## config.mk

```make
export PLATFORM = sky130hd
export DESIGN_NAME = mdio_phy_responder_flat
export DESIGN_NICKNAME = d
export VERILOG_FILES = /design/src/rtl/mdio_phy_responder_if.sv /design/src/rtl/mdio_phy_responder.sv /design/src/flat_wrapper.sv
export SDC_FILE = /design/constraint.sdc
export NUM_CORES = 1
export LEC_CHECK = 0
export CAP_MARGIN = 20
export CORE_UTILIZATION = 55
export CTS_CLUSTER_DIAMETER = 60
export DETAILED_ROUTE_END_ITERATION = 16
export DONT_BUFFER_PORTS = 1
export GPL_TIMING_DRIVEN = 0
export PLACE_DENSITY = 0.7
export SKIP_LAST_GASP = 1
export SYNTH_ARGS = -nofsm -noshare
export SYNTH_HDL_FRONTEND = slang
export SYNTH_SLANG_ARGS = --single-unit
```

## constraint.sdc

```tcl
create_clock -name clk_clk -period 4.03 [get_ports clk_clk]
set_input_delay 0.806 -clock clk_clk [delete_from_list [all_inputs] [get_ports clk_clk]]
set_output_delay 0.806 -clock clk_clk [all_outputs]
set_load 0.02 [all_outputs]
```

## src/rtl/mdio_phy_responder_if.sv

```systemverilog
// MDIO pin bundle between the MAC-side MDIO master and the PHY responder.
// master = MAC side (drives mdc/mdio_in), slave = responder (drives mdio_out/mdio_oen).
interface mdio_phy_responder_if;
    logic mdc;
    logic mdio_in;
    logic mdio_out;
    logic mdio_oen;

    modport master (output mdc, output mdio_in, input mdio_out, input mdio_oen);
    modport slave  (input mdc, input mdio_in, output mdio_out, output mdio_oen);
endinterface

```

## src/rtl/mdio_phy_responder.sv

```systemverilog
// Clause-22 MDIO PHY responder; drive changes land SYNC_STAGES+1 clk after the MDC edge, no backpressure (paced by MDC).
// Build option MDIO_PREAMBLE_SUPPRESS_EN: accept ST after any run of preamble 1s instead of a full 32.
module mdio_phy_responder #(
    parameter logic [4:0]  PHY_ADDR    = 5'd0,
    parameter logic [15:0] PHY_ID1     = 16'h0141,
    parameter logic [15:0] PHY_ID2     = 16'h0CC2,
    parameter int          SYNC_STAGES = 2
) (
    input  logic                 clk_clk,
    input  logic                 reset_reset,
    mdio_phy_responder_if.slave  mdio,
    output logic [15:0]          ctrl_reg,
    output logic                 wr_strobe,
    output logic [4:0]           wr_regad
);

    localparam logic [15:0] CTRL_DEFAULT = 16'h1140;
    localparam logic [15:0] STATUS_VAL   = 16'h796D;

    typedef enum logic [2:0] {S_IDLE, S_ST, S_OP, S_ADDR, S_TA, S_DATA} state_t;

    state_t                 r_state, w_state_nxt;
    logic [4:0]             r_bitcnt, w_bitcnt_nxt;
    logic [5:0]             r_pre_cnt, w_pre_nxt;
    logic [SYNC_STAGES-1:0] r_mdc_sync, r_mdio_sync;
    logic                   r_mdc_prev;
    logic                   w_mdc_s, w_bit, w_stb, w_pre_ok, w_respond;
    logic                   r_op_hi, r_is_read, r_ignore;
    logic [8:0]             r_addr;
    logic [15:0]            r_shift;
    logic                   r_mdio_out, r_mdio_oen, r_wr_strobe;
    logic [4:0]             r_wr_regad, w_regad;
    logic [15:0]            r_reg0;
    logic [15:0]            r_regs [0:31];
    logic                   w_drive_ta, w_load, w_shift, w_commit, w_release;
    logic [15:0]            w_rd_data, w_wdata;

    // Synchronisers reset to 1 so a high MDC after reset is not seen as a rising edge.
    always_ff @(posedge clk_clk) begin
        if (reset_reset) begin
            r_mdc_sync  <= '1;
            r_mdio_sync <= '1;
            r_mdc_prev  <= 1'b1;
        end else begin
            r_mdc_sync  <= {r_mdc_sync[SYNC_STAGES-2:0], mdio.mdc};
            r_mdio_sync <= {r_mdio_sync[SYNC_STAGES-2:0], mdio.mdio_in};
            r_mdc_prev  <= w_mdc_s;
        end
    end

    assign w_mdc_s   = r_mdc_sync[SYNC_STAGES-1];
    assign w_bit     = r_mdio_sync[SYNC_STAGES-1];
    assign w_stb     = w_mdc_s & ~r_mdc_prev;
    assign w_regad   = r_addr[4:0];
    assign w_respond = r_is_read & ~r_ignore;
    assign w_wdata   = {r_shift[14:0], w_bit};

`ifdef MDIO_PREAMBLE_SUPPRESS_EN
    assign w_pre_ok = (r_pre_cnt != 6'd0);
`else
    assign w_pre_ok = (r_pre_cnt == 6'd32);
`endif

    always_comb begin
        case (w_regad)
            5'd0:    w_rd_data = r_reg0;
            5'd1:    w_rd_data = STATUS_VAL;
            5'd2:    w_rd_data = PHY_ID1;
            5'd3:    w_rd_data = PHY_ID2;
            default: w_rd_data = r_regs[w_regad];
        endcase
    end

    always_ff @(posedge clk_clk) begin
        if (reset_reset) begin
            r_state   <= S_IDLE;
            r_bitcnt  <= 5'd0;
            r_pre_cnt <= 6'd0;
        end else begin
            r_state   <= w_state_nxt;
            r_bitcnt  <= w_bitcnt_nxt;
            r_pre_cnt <= w_pre_nxt;
        end
    end

    always_comb begin
        w_state_nxt  = r_state;
        w_bitcnt_nxt = r_bitcnt;
        w_pre_nxt    = r_pre_cnt;
        w_drive_ta   = 1'b0;
        w_load       = 1'b0;
        w_shift      = 1'b0;
        w_commit     = 1'b0;
        w_release    = 1'b0;
        if (w_stb) begin
            case (r_state)
                S_IDLE: begin
                    if (w_bit) begin
                        if (r_pre_cnt != 6'd32) w_pre_nxt = r_pre_cnt + 6'd1;
                    end else begin
                        w_pre_nxt = 6'd0;
                        if (w_pre_ok) w_state_nxt = S_ST;
                    end
                end
                S_ST: begin
                    w_bitcnt_nxt = 5'd0;
                    w_state_nxt  = w_bit ? S_OP : S_IDLE;
                end
                S_OP: begin
                    if (r_bitcnt == 5'd0) begin
                        w_bitcnt_nxt = 5'd1;
                    end else begin
                        w_bitcnt_nxt = 5'd0;
                        w_state_nxt  = (r_op_hi != w_bit) ? S_ADDR : S_IDLE;
                    end
                end
                S_ADDR: begin
                    w_bitcnt_nxt = r_bitcnt + 5'd1;
                    if (r_bitcnt == 5'd9) begin
                        w_bitcnt_nxt = 5'd0;
                        w_state_nxt  = S_TA;
                    end
                end
                S_TA: begin
                    if (r_bitcnt == 5'd0) begin
                        w_bitcnt_nxt = 5'd1;
                        w_drive_ta   = w_respond;
                    end else begin
                        w_bitcnt_nxt = 5'd0;
                        w_state_nxt  = S_DATA;
                        w_load       = w_respond;
                    end
                end
                S_DATA: begin
                    w_shift      = 1'b1;
                    w_bitcnt_nxt = r_bitcnt + 5'd1;
                    if (r_bitcnt == 5'd15) begin
                        w_bitcnt_nxt = 5'd0;
                        w_state_nxt  = S_IDLE;
                        w_pre_nxt    = 6'd0;
                        w_release    = 1'b1;
                        w_commit     = ~r_is_read & ~r_ignore;
                    end
                end
                default: w_state_nxt = S_IDLE;
            endcase
        end
    end

    always_ff @(posedge clk_clk) begin
        if (reset_reset) begin
            r_op_hi     <= 1'b0;
            r_is_read   <= 1'b0;
            r_ignore    <= 1'b1;
            r_addr      <= 9'd0;
            r_shift     <= 16'd0;
            r_mdio_out  <= 1'b1;
            r_mdio_oen  <= 1'b1;
            r_wr_strobe <= 1'b0;
            r_wr_regad  <= 5'd0;
            r_reg0      <= CTRL_DEFAULT;
            for (int i = 0; i < 32; i++) r_regs[i] <= 16'd0;
        end else begin
            r_wr_strobe <= w_commit;
            // Soft-reset bit: any value with bit15 set lives one cycle, then defaults return.
            if (r_reg0[15]) r_reg0 <= CTRL_DEFAULT;
            if (w_stb && r_state == S_OP) begin
                if (r_bitcnt == 5'd0) r_op_hi   <= w_bit;
                else                  r_is_read <= r_op_hi;
            end
            if (w_stb && r_state == S_ADDR) begin
                r_addr <= {r_addr[7:0], w_bit};
                if (r_bitcnt == 5'd9) r_ignore <= (r_addr[8:4] != PHY_ADDR);
            end
            if (w_drive_ta) begin
                r_mdio_oen <= 1'b0;
                r_mdio_out <= 1'b0;
            end
            if (w_load) begin
                r_shift    <= w_rd_data;
                r_mdio_out <= w_rd_data[15];
            end
            if (w_shift) begin
                r_shift <= {r_shift[14:0], w_bit};
                if (w_respond) r_mdio_out <= r_shift[14];
            end
            if (w_release) begin
                r_mdio_oen <= 1'b1;
                r_mdio_out <= 1'b1;
            end
            if (w_commit) begin
                r_wr_regad <= w_regad;
                if (w_regad == 5'd0)      r_reg0          <= w_wdata;
                else if (w_regad >= 5'd4) r_regs[w_regad] <= w_wdata;
            end
        end
    end

    assign mdio.mdio_out = r_mdio_out;
    assign mdio.mdio_oen = r_mdio_oen;
    assign ctrl_reg      = r_reg0;
    assign wr_strobe     = r_wr_strobe;
    assign wr_regad      = r_wr_regad;

endmodule

```

## src/flat_wrapper.sv

```systemverilog
// flat-port wrapper written by rule: the top's interface ports become plain ports
module mdio_phy_responder_flat 
#(
    parameter logic [4:0]  PHY_ADDR    = 5'd0,
    parameter logic [15:0] PHY_ID1     = 16'h0141,
    parameter logic [15:0] PHY_ID2     = 16'h0CC2,
    parameter int          SYNC_STAGES = 2
)
  (clk_clk, reset_reset, ctrl_reg, wr_strobe, wr_regad, mdio_mdc, mdio_mdio_in, mdio_mdio_out, mdio_mdio_oen);
  mdio_phy_responder_if mdio_i ();
  input  logic clk_clk;
  input  logic reset_reset;
  output logic [15:0] ctrl_reg;
  output logic wr_strobe;
  output logic [4:0] wr_regad;
  input wire logic [$bits(mdio_i.mdc)-1:0] mdio_mdc;
  input wire logic [$bits(mdio_i.mdio_in)-1:0] mdio_mdio_in;
  output wire logic [$bits(mdio_i.mdio_out)-1:0] mdio_mdio_out;
  output wire logic [$bits(mdio_i.mdio_oen)-1:0] mdio_mdio_oen;
  assign mdio_i.mdc = mdio_mdc;
  assign mdio_i.mdio_in = mdio_mdio_in;
  assign mdio_mdio_out = mdio_i.mdio_out;
  assign mdio_mdio_oen = mdio_i.mdio_oen;
  mdio_phy_responder #(.PHY_ADDR(PHY_ADDR), .PHY_ID1(PHY_ID1), .PHY_ID2(PHY_ID2), .SYNC_STAGES(SYNC_STAGES)) u_core (.clk_clk(clk_clk), .reset_reset(reset_reset), .mdio(mdio_i), .ctrl_reg(ctrl_reg), .wr_strobe(wr_strobe), .wr_regad(wr_regad));
endmodule
```

==> metrics <==
Num CTS Buffers 60; Clock Skew 24.41 ps; Post-synth ARST share 0; post-synthesis sequential area ratio 0.6424; final critical-path required period 3690 ps; CTS tree built; max FFs per register 512; final setup violating endpoints 0; clock power share 0.433; WL/cell 29.44 um; Final HPWL DP 55,180 um; multi-input combinational cell area 9049 um2; Post-CTS Setup Repair Bufs 0; status complete, no violations; Post-Synthesis Mean Instance Area 14.35 um2; most frequent cells after synthesis 512 x edfxtp_1, 453 x and2_1, 127 x clkbuf_1; TritonCTS Sinks 587; hold endpoint u_core.r_mdc_sync[0]; DRT antenna net count 0; Filler cells 3,536; Min Hold Slack 285.8 ps; pins over their slew limit 0; top-count cell post-synth edfxtp_1; clock root cell clkbuf_16; Pleak 10.11 nW; final hold vios 0; Vias per Instance 6.276; CTS hold repair buffers 0; Post-synth EDFFs 512; Sequential cell area 16,880 um2; PostCTS Resize Cnt 0; Net Switching 2.699 mW; Area Growth Syn to Fin 13.38%; Internal 10.30 mW; Yosys reg bits 587; slew margin rel. 0.2429; iteration count of the initial detailed-routing pass 5; RSZ-0062 raised after global routing no; reg2reg path depth 9; largest family of logic cells by synthesized area simple AND/OR/NAND/NOR gates; # Max-Cap Violations 0; Die Wd 220.5 um; total power 13.00 mW; xor/xnor share of the synthesized area 0.002000; crit-path max FO 10; vias in the first global route 15,988; portion of netlist area occupied by mux cells 0.1246; grt peak-use layer met2; CORE AREA 46,850 um2; chip height 220.5 um; # diodes 0; Req. time, crit path 4520 ps; via count 16,588; CTS Buffer Depth 3; drt drc 0; crit path DAT 4180 ps; Comb power frac 0.033; H-tree levels 2; Slowest-stage cell, CP nor2_1; Slew @ Worst Pin 1136 ps; final wirelength 77,820 um; complex-gate fraction of the synthesized area 0.04530; CP Cell Sequence ha_1, and3_1, ha_1, and4_1, nand3_1, clkbuf_1, nor2_1, clkbuf_1, and2_1; met2 Use GR 0.5090; reg2reg setup slack 340 ps; Hold Path Class in2reg; GR Util All Layers 0.3295; Post-Synth Adder-Cell Area 0.003334; Yosys top cell by area edfxtp_1; Starting DRT DRC Count 2,305; share of cells above drive strength 1 0.1596; f_max 271.0 MHz; met3 Usage GRT 0.07491; initial antenna violation count 1; utilization after layout 0.6357; post-synthesis simple-gate area fraction 0.1560; input/output buffers 0; Flop pwr share 0.534; Synth cell types 57; met1 usage 0.4580; YS warnings 0; GRT Residual Overflow 0; nature of the critical path startpoint flop; initial core utilization 0.5607; worst reg2reg endpoint u_core.r_regs[12][5]; largest net degree at the start of global routing 17; Critical Path End Type flop; Slowest Stage Delay on Critical Path 610 ps; clk_lat worst skew 640 ps; first-pass GRT wire length 111,400 um; Post-Syn Area 26,270 um2; ys flop type edfxtp_1; post-route setup slack 340.1 ps; switching share of power 0.2076; IO Count 28; Post-Syn Instances 1,830; Power per Cell Area 436.5 nW/um2; pre-CTS WS 417.0 ps; FP Rows 79; synth top area cells edfxtp_1 59%, and2_1 11%, mux4_2 10%, dfxtp_1 5.7%, clkbuf_1 1.8%; VDD IR-drop max 0.0003644 V; CTS clk-pin slew, worst paths 60 ps; gp weighted congestion 1.014; Placement Cell Area 27,780 um2; Nets 1,996; RR Startpoint u_core.r_bitcnt[0]; Crit Path Category reg2reg; DIE AREA 48,640 um2; Tcrit/Tclk final 0.9156; Finished Cell Area 29,780 um2; top cell type's share of synthesized area 0.5853; Worst Hold Launch mdio_mdc; hold path cells 1
-- routing by layer --
metal / vias to the layer above / wire (um) / share of wire
met1: 8402 / 30420 / 0.39
met2: 972 / 35590 / 0.46
met5: - / 13 / 0.00017
li1: 7047 / - / -
met4: 2 / 3438 / 0.044
met3: 165 / 8353 / 0.11
-- placed cells by master (no fill, tap or decap), drive strengths merged, types with 3 or more instances in the layout --
| cell | instances |
|---|---|
| edfxtp | 512 |
| and2 | 453 |
| clkbuf | 204 |
| mux4 | 121 |
| nor2 | 78 |
| dfxtp | 75 |
| conb | 64 |
| buf | 62 |
| nand2 | 53 |
| a21oi | 50 |
| o21ai | 48 |
| mux2i | 38 |
| o221ai | 29 |
| clkinv | 27 |
| nand3 | 23 |
| nand3b | 22 |
| a22oi | 20 |
| a221oi | 16 |
| mux2 | 15 |
| nor3 | 14 |
| inv | 14 |
| nor2b | 10 |
| nand4 | 9 |
| ha | 7 |
| bufinv | 7 |
| and3 | 6 |
| a31oi | 6 |
| or2 | 5 |
| nand2b | 4 |
| xor2 | 4 |
| and3b | 3 |
| or3 | 3 |
| or3b | 3 |
| nor3b | 3 |
-- power by group through the flow --
stage	clock network, mW	logic, mW	registers, mW
finish	5.62	0.433	6.94
global route	5.86	0.451	6.96
CTS	5.64	0.423	6.94
detailed placement	0	0.421	7.07
global placement	0	0.364	7.07
floorplan	0	0.232	7.04
-- worst max-delay path, delay by kind of cell (launching register included) --
family / cells / cell delay, ps
simple gates: 5 / 1670
buf+inv: 2 / 860
fa+ha+maj: 2 / 540
flops: 1 / 470
-- per-stage QoR --
step,instances,setup TNS [ps]
floorplan,1893,0
global placement,2500,-326620
detailed placement,2528,0
CTS,2641,0
global route,2643,0
finish,2643,0
-- how the worst max path moves through the flow --
stage	slack, ps	cells past startpoint	startpoint	end
2_1_floorplan	640	7	u_core.r_bitcnt[0]	u_core.r_regs[17][0]
3_3_place_gp	-870	7	u_core.r_bitcnt[0]	u_core.r_regs[25][13]
3_5_place_dp	420	9	u_core.r_bitcnt[0]	u_core.r_regs[28][5]
4_1_cts	420	9	u_core.r_bitcnt[0]	u_core.r_regs[28][6]
5_1_grt	110	9	u_core.r_bitcnt[0]	u_core.r_regs[12][5]
6_report	340	9	u_core.r_bitcnt[0]	u_core.r_regs[12][5]
-- logic make-up (layout without fill, tap and decap cells) --
family,after synthesis,in the layout
AOI/OAI and AO/OA,182,182
xor gates and xnor gates,6,6
muxes,174,174
buffers and inverters,172,315
other,1,64
and+or+nand+nor,701,701
DFF,587,587
adders and majority gates,7,7
-- cell type report --
type / instances / area share
buffer: 160 / 0.02151
inverter: 12 / 0.001512
tap: 607 / 0.02550
clock inverter: 37 / 0.01172
sequential: 587 / 0.5666
timing repair buffer: 30 / 0.01487
multi-input combinational: 1134 / 0.3038
clock buffer: 76 / 0.05448
No activity file was read; power rests on OpenSTA's default activity.
==> patch, RTL diff (same flow settings) <==
Build with the macro `MDIO_PREAMBLE_SUPPRESS_EN` defined.
--- a/src/rtl/mdio_phy_responder.sv
+++ b/src/rtl/mdio_phy_responder.sv
@@ -1,5 +1,7 @@
 // Clause-22 MDIO PHY responder; drive changes land SYNC_STAGES+1 clk after the MDC edge, no backpressure (paced by MDC).
 // Build option MDIO_PREAMBLE_SUPPRESS_EN: accept ST after any run of preamble 1s instead of a full 32.
+`define MDIO_PREAMBLE_SUPPRESS_EN
+
 module mdio_phy_responder #(
     parameter logic [4:0]  PHY_ADDR    = 5'd0,
     parameter logic [15:0] PHY_ID1     = 16'h0141,
Function: not settled (the Yosys comparison gave no result); the edit may change what the design does.
==> patch against the unedited design <==
Synthesized area is 1.2% higher. Final area is 0.79% higher. Via count up 3.1%. Total power down 1.0%. Die area rose by 1.2%. Routed wire length up 5.4%. Setup slack got worse by 0.13 ns. Sequential cell count unchanged. Sequential power down 0.9%.
==> patch: results (changes against the unedited design) <==
Residual DRC: 0 (unchanged)
number of detailed-routing iterations run before antenna repair: 5 (unchanged)
cell leakage power: 10.48 nW (+3.7%)
sequential group power: 6.88 mW (-0.9%)
number of gates resized after cts: 0 (unchanged)
final net count: 2018 (+1.1%)
status: finished clean
slowest stage delay, CP: 0.83 ns (+0.22 ns)
Main synth FF type: sky130_fd_sc_hd__edfxtp_1
proportion of register bits with asynchronous set or reset after synthesis: 0 (unchanged)
placed instance area: 28010 sq um (+0.83%)
vias in the first global route: 16.44k (+2.8%)
hold path depth: 1 (unchanged)
synth cell count leaders: sky130_fd_sc_hd__edfxtp_1 (512), sky130_fd_sc_hd__and2_1 (452), sky130_fd_sc_hd__mux4_2 (119), sky130_fd_sc_hd__clkbuf_1 (102), sky130_fd_sc_hd__dfxtp_1 (75)
Logic pwr share: 0.030 (-0.003)
clock-pin slew reported for the worst setup and hold paths after clock tree synthesis: 0.06 ns (about the same)
FILL cells: 3567 (+0.88%)
worst setup slack before clock tree synthesis: 0.05882 ns (-0.3582 ns)
family with the most delay on the worst path: buffers and inverters
# H-tree levels: 2 (unchanged)
worst r2r path cells: 8 (-1)
global-route wire length before repair: 116600 um (+4.7%)
Slowest-stage cell, CP: sky130_fd_sc_hd__buf_1
Initial DRC Count: 2295 (-0.43%)
post-synthesis sequential area ratio: 0.6347 (-0.007739)
maximum number of pins on one net before global-route repair: 17 (unchanged)
Slew Limit Headroom: 0.2030 (-0.03995)
number of antenna violations at the first check in global routing: 5 (+4)
via count: 17.10k (+3.1%)
number of distinct library cells after synthesis: 71 (+25%)
buffer cell driving the clock tree root: sky130_fd_sc_hd__clkbuf_16
data arrival time of the critical path: 4.38 ns (+0.20 ns)
total global-route track usage: 0.3371 (+0.007608)
cell types occupying the most area after synthesis: sky130_fd_sc_hd__edfxtp_1 (58%), sky130_fd_sc_hd__and2_1 (11%), sky130_fd_sc_hd__mux4_2 (10%)
Cell Int Power: 10.16 mW (-1.4%)
largest buffer count on any clock path: 3 (unchanged)
type of the most critical hold path: primary input to flop
weighted congestion at the end of routability-driven global placement: 1.005 (-0.91%)
final routed wirelength across all metal layers: 81980 um (+5.4%)
detailed placer's ending HPWL: 57470 um (+4.1%)
post-CTS setup-driven buffer insertion count: 0 (unchanged)
Worst Skew: 0.01378 ns (-0.01063 ns)
worst-case vdd ir drop: 0.3628 mV (-0.44%)
fraction of final layout cells sized beyond drive strength 1: 0.1725 (+0.01287)
[patch: cell types whose count changed in the layout (fill, tap and decap cells not counted), sizes merged, moves of 9 or more]
cell / before / now
buf: 62 / 74
clkbuf: 204 / 192
or2: 5 / 15
nor3: 14 / 25
nor2: 78 / 69
nand2: 53 / 42
[patch: through the flow]
| stage | std cells | power, mW | util | hold WS, ns |
|---|---|---|---|---|
| 3_3_place_gp | 2532 | 7.337 | 0.5780 | 0.3977 |
| 4_1_cts | 2667 | 12.89 | 0.6275 | 0.2521 |
| 6_report | 2677 | 12.87 | 0.6287 | 0.2719 |
| 5_1_grt | 2673 | 13.13 | 0.6285 | 0.2605 |
| 3_5_place_dp | 2554 | 7.377 | 0.5867 | 0.4104 |
| 2_1_floorplan | 1917 | 7.188 | - | 0.3895 |
[patch: layer usage]
metal	vias to the layer above	part of all wire	GRT usage
met1	8646	0.39	0.4668
met5	-	0	0
met4	0	0.057	0.1725
met3	235	0.11	0.07554
met2	1063	0.45	0.5043
li1	7154	-	-
[patch: cell families (layout without fill, tap and decap cells)]
logic type	after synthesis	in the layout	synth area share
buffers and inverters	177	318	0.02701
and+or+nand+nor	712	712	0.1651
DFF	587	587	0.6347
muxes	167	167	0.1195
AOI/OAI and AO/OA	199	199	0.04899
adders and majority gates	7	7	0.003294
other	1	68	0.0001410
xor gates and xnor gates	4	4	0.001317
[patch: worst reg2reg max path: stages, from the launching register on]
cell                      delay [ns]
sky130_fd_sc_hd__dfxtp_1        0.30
sky130_fd_sc_hd__buf_2          0.43
sky130_fd_sc_hd__buf_2          0.43
sky130_fd_sc_hd__buf_1          0.84
sky130_fd_sc_hd__mux4_2         0.44
sky130_fd_sc_hd__o22ai_1        0.10
sky130_fd_sc_hd__a21oi_1        0.38
sky130_fd_sc_hd__o21ai_0        0.49
sky130_fd_sc_hd__a41oi_1        0.35
[patch: area by class of cell]
type                            count  area share
Clock inverter                     38     0.01221
Antenna cell                        4   0.0003334
Clock buffer                       75     0.05260
Inverter                           14    0.001751
Buffer                            163     0.02217
Tap cell                          615     0.02563
Sequential cell                   587      0.5622
Multi-Input combinational cell   1153      0.3100
Timing Repair Buffer               28     0.01309
[patch: final timing paths]
kind / slack, ns / from / to
min reg2reg: 0.42 / u_core.r_mdio_sync[0]$_SDFF_PP1_ / u_core.r_mdio_sync[1]$_SDFF_PP1_
max: 0.21 / flop / u_core.r_shift[6]$_SDFFE_PP0P_
max reg2reg: 0.21 / flop / u_core.r_shift[6]$_SDFFE_PP0P_
min: 0.27 / mdio_mdio_in / u_core.r_mdio_sync[0]$_SDFF_PP1_
